--- config.mk ---
export PLATFORM = sky130hd
export DESIGN_NAME = riscv_mem_arbiter
export DESIGN_NICKNAME = d
export VERILOG_FILES = /design/src/rtl/riscv_mem_arbiter_pkg.sv /design/src/rtl/riscv_mem_arbiter_tagq.sv /design/src/rtl/riscv_mem_arbiter.sv
export SDC_FILE = /design/constraint.sdc
export NUM_CORES = 1
export LEC_CHECK = 0
export ABC_AREA = 1
export BUFFER_PORTS_ARGS = -buffer_cell sky130_fd_sc_hd__buf_2
export CAP_MARGIN = 20
export CORE_AREA = 2 2 126 128
export DETAILED_ROUTE_END_ITERATION = 8
export DIE_AREA = 0 0 128 130
export GPL_TIMING_DRIVEN = 0
export PLACE_DENSITY = 0.5
export SYNTH_ARGS = -nofsm -noshare
export SYNTH_HDL_FRONTEND = slang
export SYNTH_SLANG_ARGS = --single-unit
--- constraint.sdc ---
create_clock -name clk -period 2.9 [get_ports clk]
set_input_delay 0.145 -clock clk [delete_from_list [all_inputs] [get_ports clk]]
set_output_delay 0.145 -clock clk [all_outputs]
set_load 0.02 [all_outputs]
--- src/rtl/riscv_mem_arbiter_pkg.sv ---
// Shared definitions for the instruction/data memory arbiter: issuing-port
// tags and helpers that size the memory request/response messages.
package riscv_mem_arbiter_pkg;

  // Tag recorded per accepted request; selects the response destination.
  localparam logic ARB_TAG_IMEM = 1'b0;
  localparam logic ARB_TAG_DMEM = 1'b1;

  // Control bits carried in every memory message (type + len).
  localparam int MEM_MSG_CTRL_SZ = 3;

  // Request message: {type, addr, len, data}.
  function automatic int memreq_msg_sz(input int addr_sz, input int data_sz);
    return MEM_MSG_CTRL_SZ + addr_sz + data_sz;
  endfunction

  // Response message: {type, len, data}.
  function automatic int memresp_msg_sz(input int data_sz);
    return MEM_MSG_CTRL_SZ + data_sz;
  endfunction

endpackage

--- src/rtl/riscv_mem_arbiter_tagq.sv ---
// In-order tag FIFO: one bit per outstanding request naming the port that
// issued it. Enqueue on full and dequeue on empty are ignored.
module riscv_mem_arbiter_tagq
  import riscv_mem_arbiter_pkg::*;
#(
  parameter int DEPTH = 4
) (
  input  logic                       clk,
  input  logic                       reset,
  input  logic                       enq,
  input  logic                       enq_tag,
  input  logic                       deq,
  output logic                       head_tag,
  output logic                       full,
  output logic                       empty,
  output logic [$clog2(DEPTH):0]     count
);

  localparam int PTR_W = $clog2(DEPTH);
  localparam int CNT_W = PTR_W + 1;

  logic             mem [DEPTH];
  logic [PTR_W-1:0] wr_ptr;
  logic [PTR_W-1:0] rd_ptr;
  logic             do_enq;
  logic             do_deq;

  assign full     = (count == CNT_W'(DEPTH));
  assign empty    = (count == '0);
  assign do_enq   = enq & ~full;
  assign do_deq   = deq & ~empty;
  assign head_tag = mem[rd_ptr];

  // Tag storage; contents are don't-care until written, so no reset.
  always_ff @(posedge clk) begin
    if (do_enq) mem[wr_ptr] <= enq_tag;
  end

  // Pointers wrap naturally modulo DEPTH (power of two); count tracks fill.
  always_ff @(posedge clk or negedge reset) begin
    if (!reset) begin
      wr_ptr <= '0;
      rd_ptr <= '0;
      count  <= '0;
    end else begin
      if (do_enq) wr_ptr <= wr_ptr + 1'b1;
      if (do_deq) rd_ptr <= rd_ptr + 1'b1;
      case ({do_enq, do_deq})
        2'b10:   count <= count + 1'b1;
        2'b01:   count <= count - 1'b1;
        default: count <= count;
      endcase
    end
  end

endmodule

--- src/rtl/riscv_mem_arbiter.sv ---
// Merges the core's imem and dmem ports onto one memory port. Requests are
// granted round-robin and passed through combinationally; the issuing port of
// each accepted request is queued so in-order responses can be steered back.
module riscv_mem_arbiter
  import riscv_mem_arbiter_pkg::*;
#(
  parameter int ADDR_SZ = 32,
  parameter int DATA_SZ = 32,
  parameter int DEPTH   = 4
) (
  input  logic                                    clk,
  input  logic                                    reset,
  input  logic [memreq_msg_sz(ADDR_SZ,DATA_SZ)-1:0] imemreq_msg,
  input  logic                                    imemreq_val,
  output logic                                    imemreq_rdy,
  output logic [memresp_msg_sz(DATA_SZ)-1:0]      imemresp_msg,
  output logic                                    imemresp_val,
  input  logic [memreq_msg_sz(ADDR_SZ,DATA_SZ)-1:0] dmemreq_msg,
  input  logic                                    dmemreq_val,
  output logic                                    dmemreq_rdy,
  output logic [memresp_msg_sz(DATA_SZ)-1:0]      dmemresp_msg,
  output logic                                    dmemresp_val,
  output logic [memreq_msg_sz(ADDR_SZ,DATA_SZ)-1:0] memreq_msg,
  output logic                                    memreq_val,
  input  logic                                    memreq_rdy,
  input  logic [memresp_msg_sz(DATA_SZ)-1:0]      memresp_msg,
  input  logic                                    memresp_val,
  output logic [$clog2(DEPTH):0]                  outstanding,
  output logic                                    resp_err
);

  logic q_full;
  logic q_empty;
  logic head_tag;
  logic space;
  logic grant_dmem;
  logic grant_imem;
  logic fire;
  logic pop;
  logic rr_dmem;   // 1: dmem favoured when both ports request

  // Space comes from registered fill level only, so a same-cycle pop never
  // opens a slot for a same-cycle push.
  assign space = ~q_full;

  // Round-robin grant; a lone requester always wins.
  always_comb begin
    grant_dmem = dmemreq_val & (~imemreq_val | rr_dmem);
    grant_imem = imemreq_val & ~grant_dmem;
  end

  assign memreq_val  = (imemreq_val | dmemreq_val) & space;
  assign memreq_msg  = grant_dmem ? dmemreq_msg : imemreq_msg;
  assign imemreq_rdy = grant_imem & memreq_rdy & space;
  assign dmemreq_rdy = grant_dmem & memreq_rdy & space;
  assign fire        = memreq_val & memreq_rdy;

  // Responses are consumed the cycle they arrive; empty-queue responses drop.
  assign pop          = memresp_val & ~q_empty;
  assign imemresp_val = pop & (head_tag == ARB_TAG_IMEM);
  assign dmemresp_val = pop & (head_tag == ARB_TAG_DMEM);
  assign imemresp_msg = memresp_msg;
  assign dmemresp_msg = memresp_msg;

  riscv_mem_arbiter_tagq #(
    .DEPTH (DEPTH)
  ) u_tagq (
    .clk      (clk),
    .reset    (reset),
    .enq      (fire),
    .enq_tag  (grant_dmem ? ARB_TAG_DMEM : ARB_TAG_IMEM),
    .deq      (pop),
    .head_tag (head_tag),
    .full     (q_full),
    .empty    (q_empty),
    .count    (outstanding)
  );

  // Pointer moves away from the favoured port once that port is served;
  // resp_err latches any response that had no matching request.
  always_ff @(posedge clk or negedge reset) begin
    if (!reset) begin
      rr_dmem  <= 1'b1;
      resp_err <= 1'b0;
    end else begin
      if (fire && (grant_dmem == rr_dmem)) rr_dmem <= ~rr_dmem;
      if (memresp_val && q_empty) resp_err <= 1'b1;
    end
  end

endmodule

Yosys cells after proc, flatten, opt, wreduce, memory -nomap -nowiden

Memories as Yosys holds them, arrays and structs flattened.
Index checks and enable logic that the tools add are counted.

Memories: 1
Bits in writable memories: 4
Bits in registers: 9
Bits in read-only memories: 0
Latch bits: 0
Logic and storage cells: 44
Input port bits: 175

Equality and inequality tests: 4
$mul: 0
Bitwise gates (word level): 21
Div/mod/pow operators: 0
Muxes and demuxes: 5
Magnitude comparators: 0
Reduce and logical (&&, ||, !) cells: 4
Add/sub/neg operators: 4
Shift operators: 0

Memory list:

| memory     | words | bits a word | rd ports | clocked after Yosys merged registers in | write ports | line                         | text |
|---|---|---|---|---|---|---|---|
| u_tagq.mem | 4     | 1           | 1        | 0                                       | 1           | riscv_mem_arbiter_tagq.sv:22 | `logic mem [DEPTH];` |

Operators with widths:

| kind                  | number |
|---|---|
| $mux W67              | 1 |
| $and A1 B1 Y1         | 13 |
| $not A1 Y1            | 6 |
| $pmux W3 S2           | 1 |
| $add A2 B1 Y2 const B | 2 |
| $add A3 B1 Y3 const B | 1 |
| $eq A3 B3 Y1 const B  | 1 |
| $logic_not A3 Y1      | 1 |
| $mux W1               | 3 |
| $sub A3 B1 Y3 const B | 1 |
| $eq A2 B1 Y1 const B  | 1 |
| $eq A2 B2 Y1 const B  | 1 |
| $logic_and A1 B1 Y1   | 2 |
| $or A1 B1 Y1          | 2 |
| $reduce_bool A2 Y1    | 1 |
| $eq A1 B1 Y1          | 1 |

Depth between registers and ports, before layout

Depth after elaboration: 7
Gate-level depth with buffers: 11
Mapped depth without buffers: 11

Cells and area by module

From an unflattened synthesis, not the netlist that was laid out.

Cell total of the unflattened synthesis: 384
Area total of the unflattened synthesis: 2163.3 sq um

By module, submodules not included:

| module                 | instances | area an instance (sq um) | cells an instance |
|---|---|---|---|
| riscv_mem_arbiter      | 1         | 1532.7                   | 311 |
| riscv_mem_arbiter_tagq | 1         | 630.6                    | 73 |

Worst setup path after synthesis

OpenSTA, ideal clock, no wires.

Kind: register -> register
From: register u_tagq.count[1]
To: register u_tagq.count[2]
Clock period less this slack: 1.878 ns
Arrival: 1.754 ns
Stages on the path, launching flop included: 10
Slack: 1.022 ns
Library setup time: 0.124 ns
Cells stage by stage: dfrtp_1 nor2_1 nand2_1 nand3_2 ha_1 inv_1 fa_1 nand2_1 nand3_1 xor2_1

Cells in the longest elaborated chain, start to end: 7

RTL lines:

| element                                                  | line                                                  | text |
|---|---|---|
| start, declared                                          | riscv_mem_arbiter_tagq.sv:16                          | `output logic [$clog2(DEPTH):0] count` |
| start signal, assigned                                   | riscv_mem_arbiter_tagq.sv:49                          | `2'b10: count <= count + 1'b1;` |
| start signal, assigned                                   | riscv_mem_arbiter_tagq.sv:50                          | `2'b01: count <= count - 1'b1;` |
| start signal, assigned                                   | riscv_mem_arbiter_tagq.sv:51                          | `default: count <= count;` |
| $eq A3 B3 Y1                                             | riscv_mem_arbiter_tagq.sv:28                          | `assign full = (count == CNT_W'(DEPTH));` |
| $not A1 Y1                                               | riscv_mem_arbiter_tagq.sv:30, riscv_mem_arbiter.sv:44 |  |
| $and A1 B1 Y1                                            | riscv_mem_arbiter.sv:52                               | `assign memreq_val = (imemreq_val \| dmemreq_val) & space;` |
| $and A1 B1 Y1                                            | riscv_mem_arbiter.sv:56                               | `assign fire = memreq_val & memreq_rdy;` |
| $and A1 B1 Y1                                            | riscv_mem_arbiter_tagq.sv:30                          | `assign do_enq = enq & ~full;` |
| $eq A2 B1 Y1 / $eq A2 B2 Y1 (equally long branches)      | riscv_mem_arbiter_tagq.sv:48                          | `case ({do_enq, do_deq})` |
| $pmux W3 S2 / $reduce_bool A2 Y1 (equally long branches) | n/a                                                   |  |

Several ways; a longest one is shown, not always the timed one.
A chain may end at the register's enable or synchronous reset.

Worst setup path in the final report

From: register rr_dmem
To: output port memreq_msg[46]

Cells in the longest elaborated chain, start to end: 3

RTL lines:

| element                | line                    | text |
|---|---|---|
| start, declared        | riscv_mem_arbiter.sv:40 | `logic rr_dmem;` |
| start signal, assigned | riscv_mem_arbiter.sv:86 | `if (fire && (grant_dmem == rr_dmem)) rr_dmem <= ~rr_dmem;` |
| $or A1 B1 Y1           | riscv_mem_arbiter.sv:48 | `grant_dmem = dmemreq_val & (~imemreq_val \| rr_dmem);` |
| $and A1 B1 Y1          | riscv_mem_arbiter.sv:48 |  |
| $mux W67               | riscv_mem_arbiter.sv:53 | `assign memreq_msg = grant_dmem ? dmemreq_msg : imemreq_msg;` |
| end, declared          | riscv_mem_arbiter.sv:23 | `output logic [memreq_msg_sz(ADDR_SZ,DATA_SZ)-1:0] memreq_msg,` |

Every way passes these cells.

==> reports/metrics.yaml <==
run_status:
  status: "completed"
clocking:
  cts_buffer_depth: 2
  clock_latency_ns: 0.25
  clock_sinks: 13
  cts-buffers-inserted: 3
  htreeDepth: 1
  root_buffer: "clkbuf_16"
  tritoncts: "done"
  clk_pin_slew_ns: 0.05
setup_path:
  cpPeakStageDelay_ns: 0.51
  crit_path_frequent_cell: "nand2_1"
  crit_required_ns: 2.76
  worstReg2RegStart: "u_tagq.count[0]"
  path_cells: "inv_1, nand2_1, nand2_2, inv_2, buf_6, buf_6, nand2_1, nand2_1, buf_2"
  rrSetupSlack_ns: 0.92
  cp_slowest_cell: "dfstp_2"
  reg2regPathDepth: 9
  r2r-end: "u_tagq.count[2]"
  critical_path_class: "flop to output port"
  cp-start-kind: "flop"
  worstPathArrival_ns: 1.86
  end_kind: "output port"
  worst-path-max-fanout: 10
placement:
  gp_congestion: 0.714
  hpwl_um: 8000
  place_inst: 846
  portBuffers: 285
power:
  switching_share_pct: 50.3
  comb_power_share_pct: 69.7
  power.density_nw_per_um2: 504
  vdd_drop_max_mv: 0.283
  p_clk_share_pct: 13.5
  seq_power_share_pct: 16.8
  leakage_nw: 2.55
  internal_power_w: 0.000966
  power_switching_w: 0.000978
finish:
  finalNonFillerCells: 851
  diodes: 0
  area_growth_pct: 83.6
  drive_above_1_share_pct: 57.4
  final_nets: 841
die:
  die_width_um: 128
  io_pins: 321
  start_util_pct: 13.6
  num_rows: 46
  coreArea_sq_um: 15400
  fp.dieH_um: 130
  die-area_sq_um: 16600
global_route:
  grt_first_pass_wirelength_um: 12500
  first_global_vias: 2617
  grt_max_degree: 14
  antenna_found_initial: 0
  grt_use_total_pct: 9.36
  grt_overflow: 0
routing:
  drt_pre_antenna_iters: 4
  vias: 2968
  drtAntennaViolNets: 0
  remaining_drc_errors: 0
  wirelength_um: 9040
  drtIter0Drc: 116
  avgRoutedWirePerCell_um: 10.6
  drt-vias-per-instance: 3.49
yosys:
  ys_ff_latch: 13
  synth_nets: 550
  yosysWarnings: 0
  yosysSeqAreaShare_pct: 16.5
  synthCells: 369
  netlist_area_sq_um: 2100
  avgSynthCellArea_sq_um: 5.69
  yosys.cell_types.count: 21
sta:
  rsz0062_at_grt: "false"
  slew_violations: 0
  finalClockSkew_ns: 0.00356
  hold_viol: 0
  min_period_ns: 2.00
  max_freq_ghz: 0.499
  finalCritPeriodShare_pct: 69.1
  worst_pin_slew_ns: 0.270
  max_slew_margin_pct: 82.0
  finalSetupViolations: 0
  finalSetupTns_ns: 0
worst_hold_path:
  holdPathEnd: "resp_err"
  worstHoldPathType: "input port to flop"
  hp-start: "memresp_val"
  hold_path_depth: 2
run:
  max_cap_violations: 0
[metrics by stage]
step           total power [W]  worst slack, ns  util (%)  area [sq um]  hold WS (ns)
6_report               0.00194            0.897      25.0          3860         0.172
5_1_grt                0.00212            0.710      25.0          3860         0.175
4_1_cts                0.00198            0.838      25.0          3860         0.165
3_5_place_dp           0.00170            0.930      24.4          3770        0.0153
3_3_place_gp           0.00171            0.896      24.4          3770       0.00969
2_1_floorplan          0.00122             1.02         -          2100        -0.151
[power groups by stage]
stage / Combinational [W] / Clock [W] / Sequential [W]
6_report: 0.00135 / 0.000263 / 0.000327
5_1_grt: 0.00151 / 0.000277 / 0.000336
4_1_cts: 0.00138 / 0.000268 / 0.000329
3_5_place_dp: 0.00137 / 0 / 0.000332
3_3_place_gp: 0.00137 / 0 / 0.000332
2_1_floorplan: 0.000865 / 0 / 0.000351
[critical path, delay by kind of cell (launching register included)]
family                 cells  cell delay [ns]
AND/OR/NAND/NOR            4             0.39
flip-flops                 1             0.51
buffers and inverters      5             0.71
[cells by family (layout without fill, tap and decap cells)]
family	Yosys count	in the layout	share of synthesized area, %
AND/OR/NAND/NOR	237	237	43.2
XOR/XNOR	4	4	1.67
buffers and inverters	102	392	32.8
AO/OA/AOI/OAI	7	7	1.85
flip-flops	13	13	16.5
adder cells (fa/ha/maj)	6	6	3.93
[sequential cells by signal, summed over array words and instances (netlist names)]
| name | flops |
|---|---|
| u_tagq.rd_ptr | 2 |
| u_tagq.count | 3 |
| u_tagq.mem | 4 |
| rr_dmem | 1 |
| u_tagq.wr_ptr | 2 |
| resp_err | 1 |
[timing repair]
action                     CTS  global route
hold endpoints to repair     9             0
hold buffers                 1             0
gates resized for setup      0             0
setup endpoints to repair    0             0
buffers inserted             0             0
[Yosys cell counts]
cell type / n / area [sq um]
dfstp_2: 1 / 26.3
xor2_1: 2 / 17.5
ha_1: 5 / 62.6
nand3_1: 4 / 20.0
nand3_2: 1 / 10.0
inv_1: 17 / 63.8
buf_2: 8 / 40.0
nand4_1: 2 / 12.5
xnor2_1: 2 / 17.5
nor2_1: 9 / 33.8
a31o_2: 1 / 8.76
edfxtp_1: 4 / 120
o21ai_0: 2 / 10.0
fa_1: 1 / 20.0
nand2_1: 220 / 826
dfrtp_1: 8 / 200
buf_6: 3 / 33.8
a21oi_1: 4 / 20.0
nand2_2: 1 / 6.26
inv_2: 1 / 3.75
buf_4: 73 / 548
[placed cells by master, fill, tap and decap left out]
cell type      synthesis  routed
clkbuf_16              0       3
nand3_1                4       4
buf_4                 73      73
ha_1                   5       5
dfstp_2                1       1
nor2_1                 9       9
o21ai_0                2       2
inv_1                 17      17
a31o_2                 1       1
fa_1                   1       1
nand2_2                1       1
a21oi_1                4       4
buf_2                  8     293
clkinv_2               0       1
edfxtp_1               4       4
inv_2                  1       1
xor2_1                 2       2
buf_6                  3       3
dfrtp_1                8       8
nand4_1                2       2
xnor2_1                2       2
nand2_1              220     220
dlygate4sd3_1          0       1
nand3_2                1       1
[worst max-delay path by stage]
stage               startpoint               to  cells after the start
2_1_floorplan  u_tagq.count[1]  u_tagq.count[2]                      9
3_3_place_gp   u_tagq.count[0]  u_tagq.count[2]                      9
3_5_place_dp   u_tagq.count[0]  u_tagq.count[2]                      9
4_1_cts                rr_dmem   memreq_msg[46]                      9
5_1_grt        u_tagq.count[1]  u_tagq.count[2]                     10
6_report               rr_dmem   memreq_msg[46]                      9
[layout make-up]
class                           instances  area [sq um]
Fill cell                            1801         11600
Timing Repair Buffer                  286          1440
Multi-Input combinational cell        254          1060
Buffer                                 84           622
Sequential cell                        13           347
Tap cell                              192           240
Clock buffer                            3          75.1
Inverter                               18          67.6
Clock inverter                          1          5.00
[layer usage]
layer,vias to the layer above,track usage [%],share of wire (%),wire length [um]
li1,1614,-,-,-
met1,1199,12.1,43,3880
met2,151,17.3,50,4560
met3,4,0.984,6.4,576
met4,0,1.16,0.34,31
met5,-,0,0,0
Power figures use the tool's default switching activity.
